==> src/rtl/fb_scanout.sv <==
// Frame-buffer scan-out: 640x480@60 VGA timing, 2x2 pixel doubling of an RGB332 front buffer,
// and the vblank-synchronised front/back buffer swap handshake.
module fb_scanout #(
  parameter int unsigned PIX_DIV = 4,
  parameter int unsigned FB_W    = 320,
  parameter int unsigned FB_H    = 240,
  parameter int unsigned H_FP    = 16,
  parameter int unsigned H_SYNC  = 96,
  parameter int unsigned H_BP    = 48,
  parameter int unsigned V_FP    = 10,
  parameter int unsigned V_SYNC  = 2,
  parameter int unsigned V_BP    = 33
) (
  input  logic        clk,
  input  logic        rst,
  input  logic        swap_req,
  output logic        swap_ack,
  output logic        frame_done,
  output logic        front_sel,
  output logic        fb_rd_en,
  output logic [16:0] fb_addr,
  input  logic [7:0]  fb_dout,
  output logic        hsync,
  output logic        vsync,
  output logic        vde,
  output logic [3:0]  red,
  output logic [3:0]  green,
  output logic [3:0]  blue
);

  localparam int unsigned CW    = 10;
  localparam int unsigned AW    = 17;
  localparam int unsigned DW    = $clog2(PIX_DIV);
  localparam int unsigned H_VIS = 2 * FB_W;
  localparam int unsigned V_VIS = 2 * FB_H;
  localparam int unsigned H_TOT = H_VIS + H_FP + H_SYNC + H_BP;
  localparam int unsigned V_TOT = V_VIS + V_FP + V_SYNC + V_BP;

  localparam logic [CW-1:0] H_LAST   = CW'(H_TOT - 1);
  localparam logic [CW-1:0] V_LAST   = CW'(V_TOT - 1);
  localparam logic [CW-1:0] H_VIS_C  = CW'(H_VIS);
  localparam logic [CW-1:0] V_VIS_C  = CW'(V_VIS);
  localparam logic [CW-1:0] V_PRE    = CW'(V_VIS - 1);
  localparam logic [CW-1:0] HS_BEG   = CW'(H_VIS + H_FP);
  localparam logic [CW-1:0] HS_END   = CW'(H_VIS + H_FP + H_SYNC);
  localparam logic [CW-1:0] VS_BEG   = CW'(V_VIS + V_FP);
  localparam logic [CW-1:0] VS_END   = CW'(V_VIS + V_FP + V_SYNC);
  localparam logic [DW-1:0] DIV_LAST = DW'(PIX_DIV - 1);
  localparam logic [AW-1:0] FB_W_V   = AW'(FB_W);

  typedef enum logic {SHOW = 1'b0, WAIT_VBL = 1'b1} state_e;

  state_e          state_q, state_d;
  logic [DW-1:0]   div_q, div_d;
  logic [CW-1:0]   hcnt_q, hcnt_d, vcnt_q, vcnt_d;
  logic            front_sel_q, front_sel_d;
  logic            swap_ack_q, swap_ack_d;
  logic            frame_done_q, frame_done_d;
  logic            rd_en_q, rd_en_d;
  logic [AW-1:0]   addr_q, addr_d;
  logic            hs1_q, hs1_d, vs1_q, vs1_d, de1_q, de1_d;
  logic            hsync_q, hsync_d, vsync_q, vsync_d, vde_q, vde_d;
  logic [3:0]      red_q, red_d, green_q, green_d, blue_q, blue_d;

  logic            tick_c, h_wrap_c, visible_c, vbl_start_c, swap_now_c;
  logic [AW-1:0]   fy_c, fx_c, row_base_c;

  always_comb begin
    state_d      = state_q;
    div_d        = div_q;
    hcnt_d       = hcnt_q;
    vcnt_d       = vcnt_q;
    front_sel_d  = front_sel_q;
    swap_ack_d   = 1'b0;
    frame_done_d = 1'b0;
    rd_en_d      = rd_en_q;
    addr_d       = addr_q;
    hs1_d        = hs1_q;
    vs1_d        = vs1_q;
    de1_d        = de1_q;
    hsync_d      = hsync_q;
    vsync_d      = vsync_q;
    vde_d        = vde_q;
    red_d        = red_q;
    green_d      = green_q;
    blue_d       = blue_q;

    tick_c      = (div_q == DIV_LAST);
    h_wrap_c    = (hcnt_q == H_LAST);
    visible_c   = (hcnt_q < H_VIS_C) && (vcnt_q < V_VIS_C);
    vbl_start_c = tick_c && h_wrap_c && (vcnt_q == V_PRE);

    // Row base address as a sum of shifted copies of fy, one per set bit of FB_W.
    fy_c       = AW'(vcnt_q[CW-1:1]);
    fx_c       = AW'(hcnt_q[CW-1:1]);
    row_base_c = '0;
    for (int i = 0; i < int'(AW); i++) begin
      if (FB_W_V[i]) row_base_c = row_base_c + (fy_c << i);
    end

    div_d = tick_c ? '0 : div_q + DW'(1);

    if (tick_c) begin
      hcnt_d = h_wrap_c ? '0 : hcnt_q + CW'(1);
      if (h_wrap_c) vcnt_d = (vcnt_q == V_LAST) ? '0 : vcnt_q + CW'(1);

      rd_en_d = visible_c;
      if (visible_c) addr_d = row_base_c + fx_c;

      // Stage 1 captures timing for the position being read; stage 2 meets the BRAM data.
      hs1_d   = !((hcnt_q >= HS_BEG) && (hcnt_q < HS_END));
      vs1_d   = !((vcnt_q >= VS_BEG) && (vcnt_q < VS_END));
      de1_d   = visible_c;
      hsync_d = hs1_q;
      vsync_d = vs1_q;
      vde_d   = de1_q;
      red_d   = de1_q ? {fb_dout[7:5], fb_dout[7]} : 4'h0;
      green_d = de1_q ? {fb_dout[4:2], fb_dout[4]} : 4'h0;
      blue_d  = de1_q ? {fb_dout[1:0], fb_dout[1:0]} : 4'h0;
    end

    // A request arriving on the vblank-start clock is honoured for that same frame.
    swap_now_c   = vbl_start_c && ((state_q == WAIT_VBL) || swap_req);
    frame_done_d = vbl_start_c;
    if (swap_now_c) begin
      front_sel_d = ~front_sel_q;
      swap_ack_d  = 1'b1;
      state_d     = SHOW;
    end else if ((state_q == SHOW) && swap_req) begin
      state_d = WAIT_VBL;
    end
  end

  always_ff @(posedge clk) begin
    if (rst) begin
      state_q      <= SHOW;
      div_q        <= '0;
      hcnt_q       <= '0;
      vcnt_q       <= '0;
      front_sel_q  <= 1'b0;
      swap_ack_q   <= 1'b0;
      frame_done_q <= 1'b0;
      rd_en_q      <= 1'b0;
      addr_q       <= '0;
      hs1_q        <= 1'b1;
      vs1_q        <= 1'b1;
      de1_q        <= 1'b0;
      hsync_q      <= 1'b1;
      vsync_q      <= 1'b1;
      vde_q        <= 1'b0;
      red_q        <= 4'h0;
      green_q      <= 4'h0;
      blue_q       <= 4'h0;
    end else begin
      state_q      <= state_d;
      div_q        <= div_d;
      hcnt_q       <= hcnt_d;
      vcnt_q       <= vcnt_d;
      front_sel_q  <= front_sel_d;
      swap_ack_q   <= swap_ack_d;
      frame_done_q <= frame_done_d;
      rd_en_q      <= rd_en_d;
      addr_q       <= addr_d;
      hs1_q        <= hs1_d;
      vs1_q        <= vs1_d;
      de1_q        <= de1_d;
      hsync_q      <= hsync_d;
      vsync_q      <= vsync_d;
      vde_q        <= vde_d;
      red_q        <= red_d;
      green_q      <= green_d;
      blue_q       <= blue_d;
    end
  end

  assign swap_ack   = swap_ack_q;
  assign frame_done = frame_done_q;
  assign front_sel  = front_sel_q;
  assign fb_rd_en   = rd_en_q;
  assign fb_addr    = addr_q;
  assign hsync      = hsync_q;
  assign vsync      = vsync_q;
  assign vde        = vde_q;
  assign red        = red_q;
  assign green      = green_q;
  assign blue       = blue_q;

endmodule
==> config.mk <==
export PLATFORM = sky130hd
export DESIGN_NAME = fb_scanout
export DESIGN_NICKNAME = d
export VERILOG_FILES = /design/src/rtl/fb_scanout.sv
export SDC_FILE = /design/constraint.sdc
export NUM_CORES = 1
export LEC_CHECK = 0
export ABC_CLOCK_PERIOD_IN_PS = 2600
export CORE_ASPECT_RATIO = 0.7
export CORE_UTILIZATION = 50
export DETAILED_ROUTE_END_ITERATION = 8
export PLACE_DENSITY = 0.85
export RECOVER_POWER = 25
export SYNTH_ARGS = -nofsm -noshare
export SYNTH_HDL_FRONTEND = slang
export SYNTH_SLANG_ARGS = --single-unit
==> constraint.sdc <==
create_clock -name clk -period 2.6 [get_ports clk]
set_input_delay 0.52 -clock clk [delete_from_list [all_inputs] [get_ports clk]]
set_output_delay 0.52 -clock clk [all_outputs]
set_load 0.05 [all_outputs]
==> Flow_metrics.wiki, run 1 <==
{| class="wikitable"
! Metric !! Value
|-
| Result of the run || finished clean
|-
| Critical Path End Type || flip-flop
|-
| Overall die width || 93.19 um
|-
| Final hold violation count || 0
|-
| Internal portion of total power || 1286 uW
|-
| Worst setup slack for register-to-register paths || 0.13 ns
|-
| Part of the total power dissipated in the clock network || 41.1%
|-
| Final clock skew || 0.007326 ns
|-
| Total of hold buffers inserted after clock tree synthesis || 0
|-
| Global route total overflow || 0
|-
| Beginning of the critical path || vcnt_q[3]
|-
| DRT Pass-1 Iters || 5
|-
| DRC marker count from the first detailed-route iteration || about 140
|-
| Via-per-instance ratio || between 5 and 6
|-
| Die Outline Area || 0.006134 mm^2
|-
| Maximum clock path buffer count || 2
|-
| Number of antenna violations at the first check in global routing || 0
|-
| Max-Slew Margin vs Limit || 34.36%
|-
| Power dissipated by switching net loads || 412.3 uW
|-
| Placer Congestion || between 0.9 and 1
|-
| I/O Pins || 47
|-
| Effective utilization at floorplan || 53.67%
|-
| Synth unique cells || 53
|-
| Area fraction of the dominant cell type after synthesis || 39.21%
|-
| Final Slew Violations || 0
|-
| Crit path launch type || flip-flop
|-
| Depth of the worst hold-timing path || 1
|-
| FMAX || ~0.40 GHz
|-
| WHS Endpoint || div_q[0]
|-
| Max-cap viol count || 0
|-
| Max stage delay cell, worst path || sky130_fd_sc_hd__fa_1
|-
| TritonCTS buffer count || 9
|-
| Top cells by area, synth || sky130_fd_sc_hd__dfxtp_1 (39%), sky130_fd_sc_hd__ha_1 (9.5%), sky130_fd_sc_hd__a21oi_1 (4.8%)
|-
| Buffers added on ports || 46
|-
| Most common cell in the synthesized netlist || sky130_fd_sc_hd__dfxtp_1
|-
| Area occupied by registers || 0.001142 mm^2
|-
| Required @ worst endpoint || between 2 and 3 ns
|-
| Final cell area excluding filler cells || about 0.0036 mm^2
|-
| Area of combinational cells with multiple inputs || 0.001614 mm^2
|-
| Series of cell instances along the critical path || inv_1 > fa_1 > fa_1 > nor2b_2 > o2111ai_1 > nand3b_1 > nor4b_1 > a211o_1
|-
| Wirelength per Cell || 14.93 um
|-
| Top cell family by delay on the critical path || adder cells
|-
| Core utilization of the finished layout || between 60% and 70%
|-
| Source-to-sink clock delay at the later pin of the worst-skew pair || 0.33 ns
|-
| Longest individual stage delay on the worst path || 0.49 ns
|-
| Arrival time at the worst endpoint || 2.70 ns
|-
| Library cell with the largest summed area after synthesis || sky130_fd_sc_hd__dfxtp_1
|-
| H-tree lvl count || 3
|-
| Number of nets in the layout || 413
|-
| Final setup vio count || 0
|-
| Number of buffer and inverter instances along the worst setup path || 1
|-
| Most repeated library cell on the critical path || sky130_fd_sc_hd__fa_1
|-
| Wire length of the first global-routing pass || 11.47 mm
|-
| Portion of the post-synthesis area used by sequential elements || between 30% and 40%
|-
| Synth Register Bits || 57
|-
| Maximum fanout along the worst path || 7
|-
| Hold slack || about 0.44 ns
|-
| Overall die height || 65.83 um
|-
| DRC viols || 0
|-
| Post-CTS setup-driven buffer insertion count || 0
|-
| Synth-to-layout area growth || 22.23%
|-
| CTS Root Cell || sky130_fd_sc_hd__clkbuf_8
|-
| Mean Syn Cell Area || about 8.7 um^2
|-
| Number of filler cells placed in the layout || 453
|-
| Transition time at the pin with the least slew margin || 0.9845 ns
|-
| Final WL || 6.776 mm
|-
| Share of synthesized flip-flops with an asynchronous set or reset || 0%
|-
| Top cell types by occurrence after synthesis || sky130_fd_sc_hd__dfxtp_1 (57), sky130_fd_sc_hd__nand2_1 (37), sky130_fd_sc_hd__a21oi_1 (28), sky130_fd_sc_hd__nor2_1 (26), sky130_fd_sc_hd__ha_1 (22)
|-
| EDFF count, synth || 0
|-
| Period Utilization, post-route || a little over nine tenths
|-
| Number of cells traversed by the worst register-to-register path || 8
|-
| Aggregate global-route resource usage || 24.10%
|-
| Total cell area at the placement stage || 0.003403 mm^2
|-
| Main flop type after synthesis || sky130_fd_sc_hd__dfxtp_1
|-
| RR Endpoint || fb_addr[13]
|-
| Warnings, synthesis || 0
|-
| Total number of vias || 2565
|-
| Core box area || 0.005423 mm^2
|-
| Half-perimeter wire length after placement || 4.730 mm
|-
| Reg2Reg Launch Point || vcnt_q[3]
|-
| Remaining antenna violation count || 0
|-
| Clock sink count || 57
|-
| Crit Path Class || reg2reg
|-
| Clock tree from TritonCTS || yes
|-
| Fraction of layout instances using a drive strength above 1 || between 7 and 8%
|-
| Leakage power figure || 0.001350 uW
|-
| Clock-pin transition on the worst setup and hold timing paths || ~0.070 ns
|-
| Pin count of the biggest net entering global routing || 22
|-
| Post-Syn Instances || 336
|-
| Seq pwr share || 52.5%
|-
| HP Class || reg2reg
|-
| Post-Syn Area || just under 0.003 mm^2
|-
| Power density over cell area || approximately 480 mW/mm^2
|-
| Diode count || 0
|-
| Vias in the first global route || ~2.5k
|-
| Switching power share of the total || 24.28%
|-
| Num rows || 22
|-
| Start point of the worst hold path || div_q[0]
|-
| Synthesized Nets || 371
|-
| Fin crit period || roughly 2.5 ns
|-
| Proportion of power drawn by combinational gates || 6.4%
|-
| Peak supply drop || 0.3841 mV
|}
[per-layer routing]
metal / vias to the layer above / global-route usage [%] / part of all wire, %
met5: - / 0 / 0
met4: 0 / 7.692 / 1.2
met3: 12 / 8.276 / 6.3
met2: 81 / 36.76 / 45
met1: 1197 / 32.05 / 47
li1: 1275 / - / -
[cell type report]
type | instances | area share, %
inverters | 14 | 1.477
well taps | 72 | 2.533
clock buffers | 12 | 4.080
flip-flops and latches | 57 | 32.11
repair buffers | 53 | 13.93
clock inverters | 3 | 0.4924
multi-input cells | 243 | 45.37
[state kept, by name, indices dropped and copies added, names as in the netlist, 2 cells and up]
register  count
vcnt_q       10
div_q         2
red           3
green         3
hcnt_q       10
fb_addr      17
blue          2
[through the flow]
step / setup WS (ns) / total power [uW] / TNS [ns] / instances
floorplan: 0.3515 / 977.8 / 0 / 336
global placement: 0.2406 / 1016 / 0 / 439
detailed placement: 0.1626 / 1020 / 0 / 439
CTS: 0.1479 / 1718 / 0 / 454
global route: -0.02331 / 1766 / -0.02331 / 454
finish: 0.1303 / 1698 / 0 / 454
[worst max-delay path by stage]
stage	depth (start not counted)	slack (ns)	to
after floorplan	8	0.35	fb_addr[13]
after global placement	8	0.24	fb_addr[13]
after detailed placement	8	0.16	fb_addr[13]
after CTS	8	0.15	fb_addr[13]
after global routing	8	-0.02	fb_addr[13]
final	8	0.13	fb_addr[13]
[what timing repair did]
| item | 4_1_cts | 5_1_grt |
|---|---|---|
| endpoints found under the hold margin | 0 | 0 |
| gates resized for setup | 0 | 2 |
| setup endpoints to repair | 0 | 1 |
[layout by cell type, fill, tap and decap left out, types with 3 or more instances in the layout]
master / netlist / routed
sky130_fd_sc_hd__dfxtp_1: 57 / 56
sky130_fd_sc_hd__clkdlybuf4s50_1: 0 / 45
sky130_fd_sc_hd__nand2_1: 37 / 37
sky130_fd_sc_hd__a21oi_1: 28 / 28
sky130_fd_sc_hd__nor2_1: 26 / 26
sky130_fd_sc_hd__ha_1: 22 / 22
sky130_fd_sc_hd__nor3_1: 16 / 16
sky130_fd_sc_hd__inv_1: 14 / 14
sky130_fd_sc_hd__o21ai_0: 12 / 12
sky130_fd_sc_hd__nand3_1: 10 / 10
sky130_fd_sc_hd__clkbuf_8: 0 / 10
sky130_fd_sc_hd__a22oi_1: 9 / 9
sky130_fd_sc_hd__nand4_1: 7 / 7
sky130_fd_sc_hd__and3_1: 7 / 7
sky130_fd_sc_hd__xor2_1: 7 / 7
sky130_fd_sc_hd__clkbuf_1: 11 / 6
sky130_fd_sc_hd__xnor2_1: 5 / 5
sky130_fd_sc_hd__nor2b_1: 6 / 5
sky130_fd_sc_hd__nand4b_1: 4 / 4
sky130_fd_sc_hd__or3_1: 4 / 4
sky130_fd_sc_hd__buf_4: 5 / 4
sky130_fd_sc_hd__nand3b_1: 3 / 3
sky130_fd_sc_hd__a31oi_1: 3 / 3
sky130_fd_sc_hd__nor4b_1: 3 / 3
sky130_fd_sc_hd__o22ai_1: 3 / 3
[cell families after synthesis]
group | share of synthesized area, %
AO/OA/AOI/OAI | 15.00
XOR/XNOR | 3.611
adder cells (fa/ha/maj) | 10.83
buffers and inverters | 5.632
flip-flops | 39.21
multiplexers | 0.6879
AND/OR/NAND/NOR | 25.02
[power groups by stage]
stage | clock, uW | sequential [uW] | combinational [uW]
floorplan | 0 | 927 | 50.9
global placement | 0 | 910 | 106
detailed placement | 0 | 911 | 109
CTS | 715 | 891 | 111
global route | 758 | 892 | 116
finish | 698 | 892 | 109
No activity file was read; power rests on OpenSTA's default activity.
==> run 2, diff against run 1 <==
--- a/config.mk
+++ b/config.mk
@@ -5,11 +5,11 @@
 export SDC_FILE = /design/constraint.sdc
 export NUM_CORES = 1
 export LEC_CHECK = 0
-export ABC_CLOCK_PERIOD_IN_PS = 2600
+export ABC_CLOCK_PERIOD_IN_PS = 2350
 export CORE_ASPECT_RATIO = 0.7
-export CORE_UTILIZATION = 50
+export CORE_UTILIZATION = 53
 export DETAILED_ROUTE_END_ITERATION = 8
-export PLACE_DENSITY = 0.85
+export PLACE_DENSITY = 0.89
 export RECOVER_POWER = 25
 export SYNTH_ARGS = -nofsm -noshare
 export SYNTH_HDL_FRONTEND = slang
==> constraint.sdc (replaced) <==
create_clock -name clk -period 2.35 [get_ports clk]
set_input_delay 0.47 -clock clk [delete_from_list [all_inputs] [get_ports clk]]
set_output_delay 0.47 -clock clk [all_outputs]
set_load 0.05 [all_outputs]
==> run 2 against run 1 <==
Fmax up 5.1%. Highest routed layer unchanged. Die area down 5.5%. Sequential power up 11%. Global-route usage up 1.5 points. The run now ends with negative setup slack left. Combinational power up 15%.
==> Flow_metrics.wiki, run 2 (synthesis results as in run 1) <==
{| class="wikitable"
! Metric !! Value
|-
| Fin crit period || 2.351 ns (-0.1192 ns)
|-
| Half-perimeter wire length after placement || 4.808 mm (+1.7%)
|-
| Remaining antenna violation count || 0 (unchanged)
|-
| Setup slack after placement || -0.05268 ns (-0.2153 ns)
|-
| Clock-pin transition on the worst setup and hold timing paths || 0.07 ns (about the same)
|-
| Wirelength per Cell || 16.26 um (+9.0%)
|-
| Maximum clock path buffer count || 2 (unchanged)
|-
| Fraction of layout instances using a drive strength above 1 || 13.99% (+6.4 points)
|-
| Die Outline Area || 0.005796 mm^2 (-5.5%)
|-
| Wire length of the first global-routing pass || 11.64 mm (+1.4%)
|-
| Effective utilization at floorplan || 55.35% (+1.7 points)
|-
| Most frequent standard cell in the layout excluding fill and tap cells || sky130_fd_sc_hd__dfxtp_1
|-
| Core box area || 0.005258 mm^2 (-3.0%)
|-
| Number of filler cells placed in the layout || 385 (-15%)
|-
| Placer Congestion || 0.8760 (-4.5%)
|-
| FMAX || 0.4254 GHz (+5.1%)
|-
| Peak supply drop || 0.4670 mV (+22%)
|-
| Synth-to-layout area growth || 27.82%
|-
| Crit path launch type || flip-flop
|-
| H-tree lvl count || 3 (unchanged)
|-
| Clock sink count || 57 (unchanged)
|-
| Overall die width || 90.57 um (-2.8%)
|-
| Final cell area excluding filler cells || 0.003720 mm^2 (+4.6%)
|-
| Total number of vias || 2768 (+7.9%)
|-
| Crit Path Class || reg2reg
|-
| Overall die height || 64 um (-2.8%)
|-
| Via-per-instance ratio || 5.953 (+5.4%)
|-
| Source-to-sink clock delay at the later pin of the worst-skew pair || 0.34 ns (about the same)
|-
| Final Slew Violations || 0 (unchanged)
|-
| Diode count || 0 (unchanged)
|-
| Number of instances in the placed design || 446 (+1.6%)
|-
| Core utilization of the finished layout || 70.75% (+5.2 points)
|-
| Number of nets in the layout || 423 (+2.4%)
|-
| Max-cap viol count || 0 (unchanged)
|-
| CTS Root Cell || sky130_fd_sc_hd__clkbuf_8
|-
| HP Class || reg2reg
|-
| Worst path setup slack after routing || -0.0005080 ns (-0.1308 ns)
|-
| Required @ worst endpoint || 2.58 ns (-0.25 ns)
|-
| Most used cells in the layout excluding fill and tap cells || sky130_fd_sc_hd__dfxtp_1 (55), sky130_fd_sc_hd__clkdlybuf4s50_1 (45), sky130_fd_sc_hd__nand2_1 (37)
|-
| Arrival time at the worst endpoint || 2.58 ns (-0.12 ns)
|-
| Final WL || 7.562 mm (+12%)
|-
| I/O Pins || 47 (unchanged)
|-
| Aggregate global-route resource usage || 25.64% (+1.5 points)
|-
| Leakage power figure || 0.001428 uW (+5.7%)
|-
| Violated checks || negative setup slack
|-
| Max reg flops || 17 (unchanged)
|-
| Vias in the first global route || 2532 (+3.1%)
|-
| Pin count of the biggest net entering global routing || 27 (+23%)
|-
| Critical Path End Type || flip-flop
|-
| Global route total overflow || 0 (unchanged)
|-
| Clock tree from TritonCTS || yes
|-
| DRC marker count from the first detailed-route iteration || 235 (+69%)
|-
| Max-Slew Margin vs Limit || 60.91% (+27 points)
|-
| Final clock skew || 0.008980 ns (+0.001654 ns)
|-
| Period Utilization, post-route || 100.0% (+5.0 points)
|-
| Num rows || 22 (unchanged)
|-
| Transition time at the pin with the least slew margin || 0.5863 ns (-0.3982 ns)
|-
| Final total negative setup slack || -0.0005080 ns (-0.0005080 ns)
|-
| Power density over cell area || 552.0 mW/mm^2 (+16%)
|-
| Number of antenna violations at the first check in global routing || 0 (unchanged)
|-
| Number of non-filler instances in the completed layout || 465 (+2.4%)
|-
| DRC viols || 0 (unchanged)
|-
| DRT Pass-1 Iters || 5 (unchanged)
|-
| Final hold violation count || 0 (unchanged)
|-
| Maximum fanout along the worst path || 3 (-4)
|-
| Total cell area at the placement stage || 0.003456 mm^2 (+1.5%)
|-
| Result of the run || finished with violations
|-
| TritonCTS buffer count || 9 (unchanged)
|-
| Buffers added on ports || 46 (unchanged)
|-
| Final setup vio count || 1 (+1)
|-
| Total of hold buffers inserted after clock tree synthesis || 0 (unchanged)
|}
==> run 2: critical path: stages, from the launching register on <==
cell,delay (ns)
sky130_fd_sc_hd__dfxtp_2,0.34
sky130_fd_sc_hd__inv_2,0.06
sky130_fd_sc_hd__fa_2,0.62
sky130_fd_sc_hd__inv_2,0.06
sky130_fd_sc_hd__ha_4,0.25
sky130_fd_sc_hd__a21o_1,0.17
sky130_fd_sc_hd__nand4_1,0.22
sky130_fd_sc_hd__nand2_1,0.14
sky130_fd_sc_hd__nor4b_2,0.05
sky130_fd_sc_hd__a311o_1,0.33
==> run 2: stage by stage <==
stage / total power, uW / hold slack [ns]
floorplan: 1082 / 0.4043
global placement: 1124 / 0.4141
detailed placement: 1127 / 0.4208
CTS: 2055 / 0.4641
global route: 2116 / 0.4891
finish: 2054 / 0.4585
==> run 2: layout make-up <==
cell class | count | area [um^2] | share of cell area, %
sequential | 57 | 1144 | 30.74
clock inverter | 6 | 66.31 | 1.783
multi-input combinational | 243 | 1650 | 44.37
clock buffer | 10 | 137.6 | 3.700
inverter | 14 | 52.55 | 1.413
timing repair buffer | 63 | 579.3 | 15.57
tap | 72 | 90.09 | 2.422
==> run 2: layer usage <==
layer / GRT usage (%) / vias to the layer above / routed length, um
met1: 29.99 / 1310 / 3155
met4: 12.30 / 0 / 206
li1: - / 1291 / -
met2: 43.28 / 133 / 3632
met3: 7.619 / 34 / 566
met5: 0 / - / 0
==> run 2: worst paths after layout <==
| path | startpoint | to | slack [ns] | depth (start not counted) |
|---|---|---|---|---|
| worst min register to register | fb_addr[7] | fb_addr[7] | 0.46 | 2 |
| worst max register to register | hcnt_q[9] | fb_addr[12] | -0.0005 | 9 |
| worst max-delay path | hcnt_q[9] | fb_addr[12] | -0.0005 | 9 |
| worst min-delay path | fb_addr[7] | fb_addr[7] | 0.46 | 2 |
==> run 2: what timing repair did <==
action                                  CTS  global route
endpoints found under the hold margin     0             0
endpoints found under the setup margin    4             5
setup buffers                             1             2
resized for setup                         2            11
pin swaps                                 2             7
==> run 2: power by group <==
part           internal, uW  switching (uW)  total, uW
Combinational          43.4            81.2        125
Clock                   519             423        942
Sequential              978            8.08        987
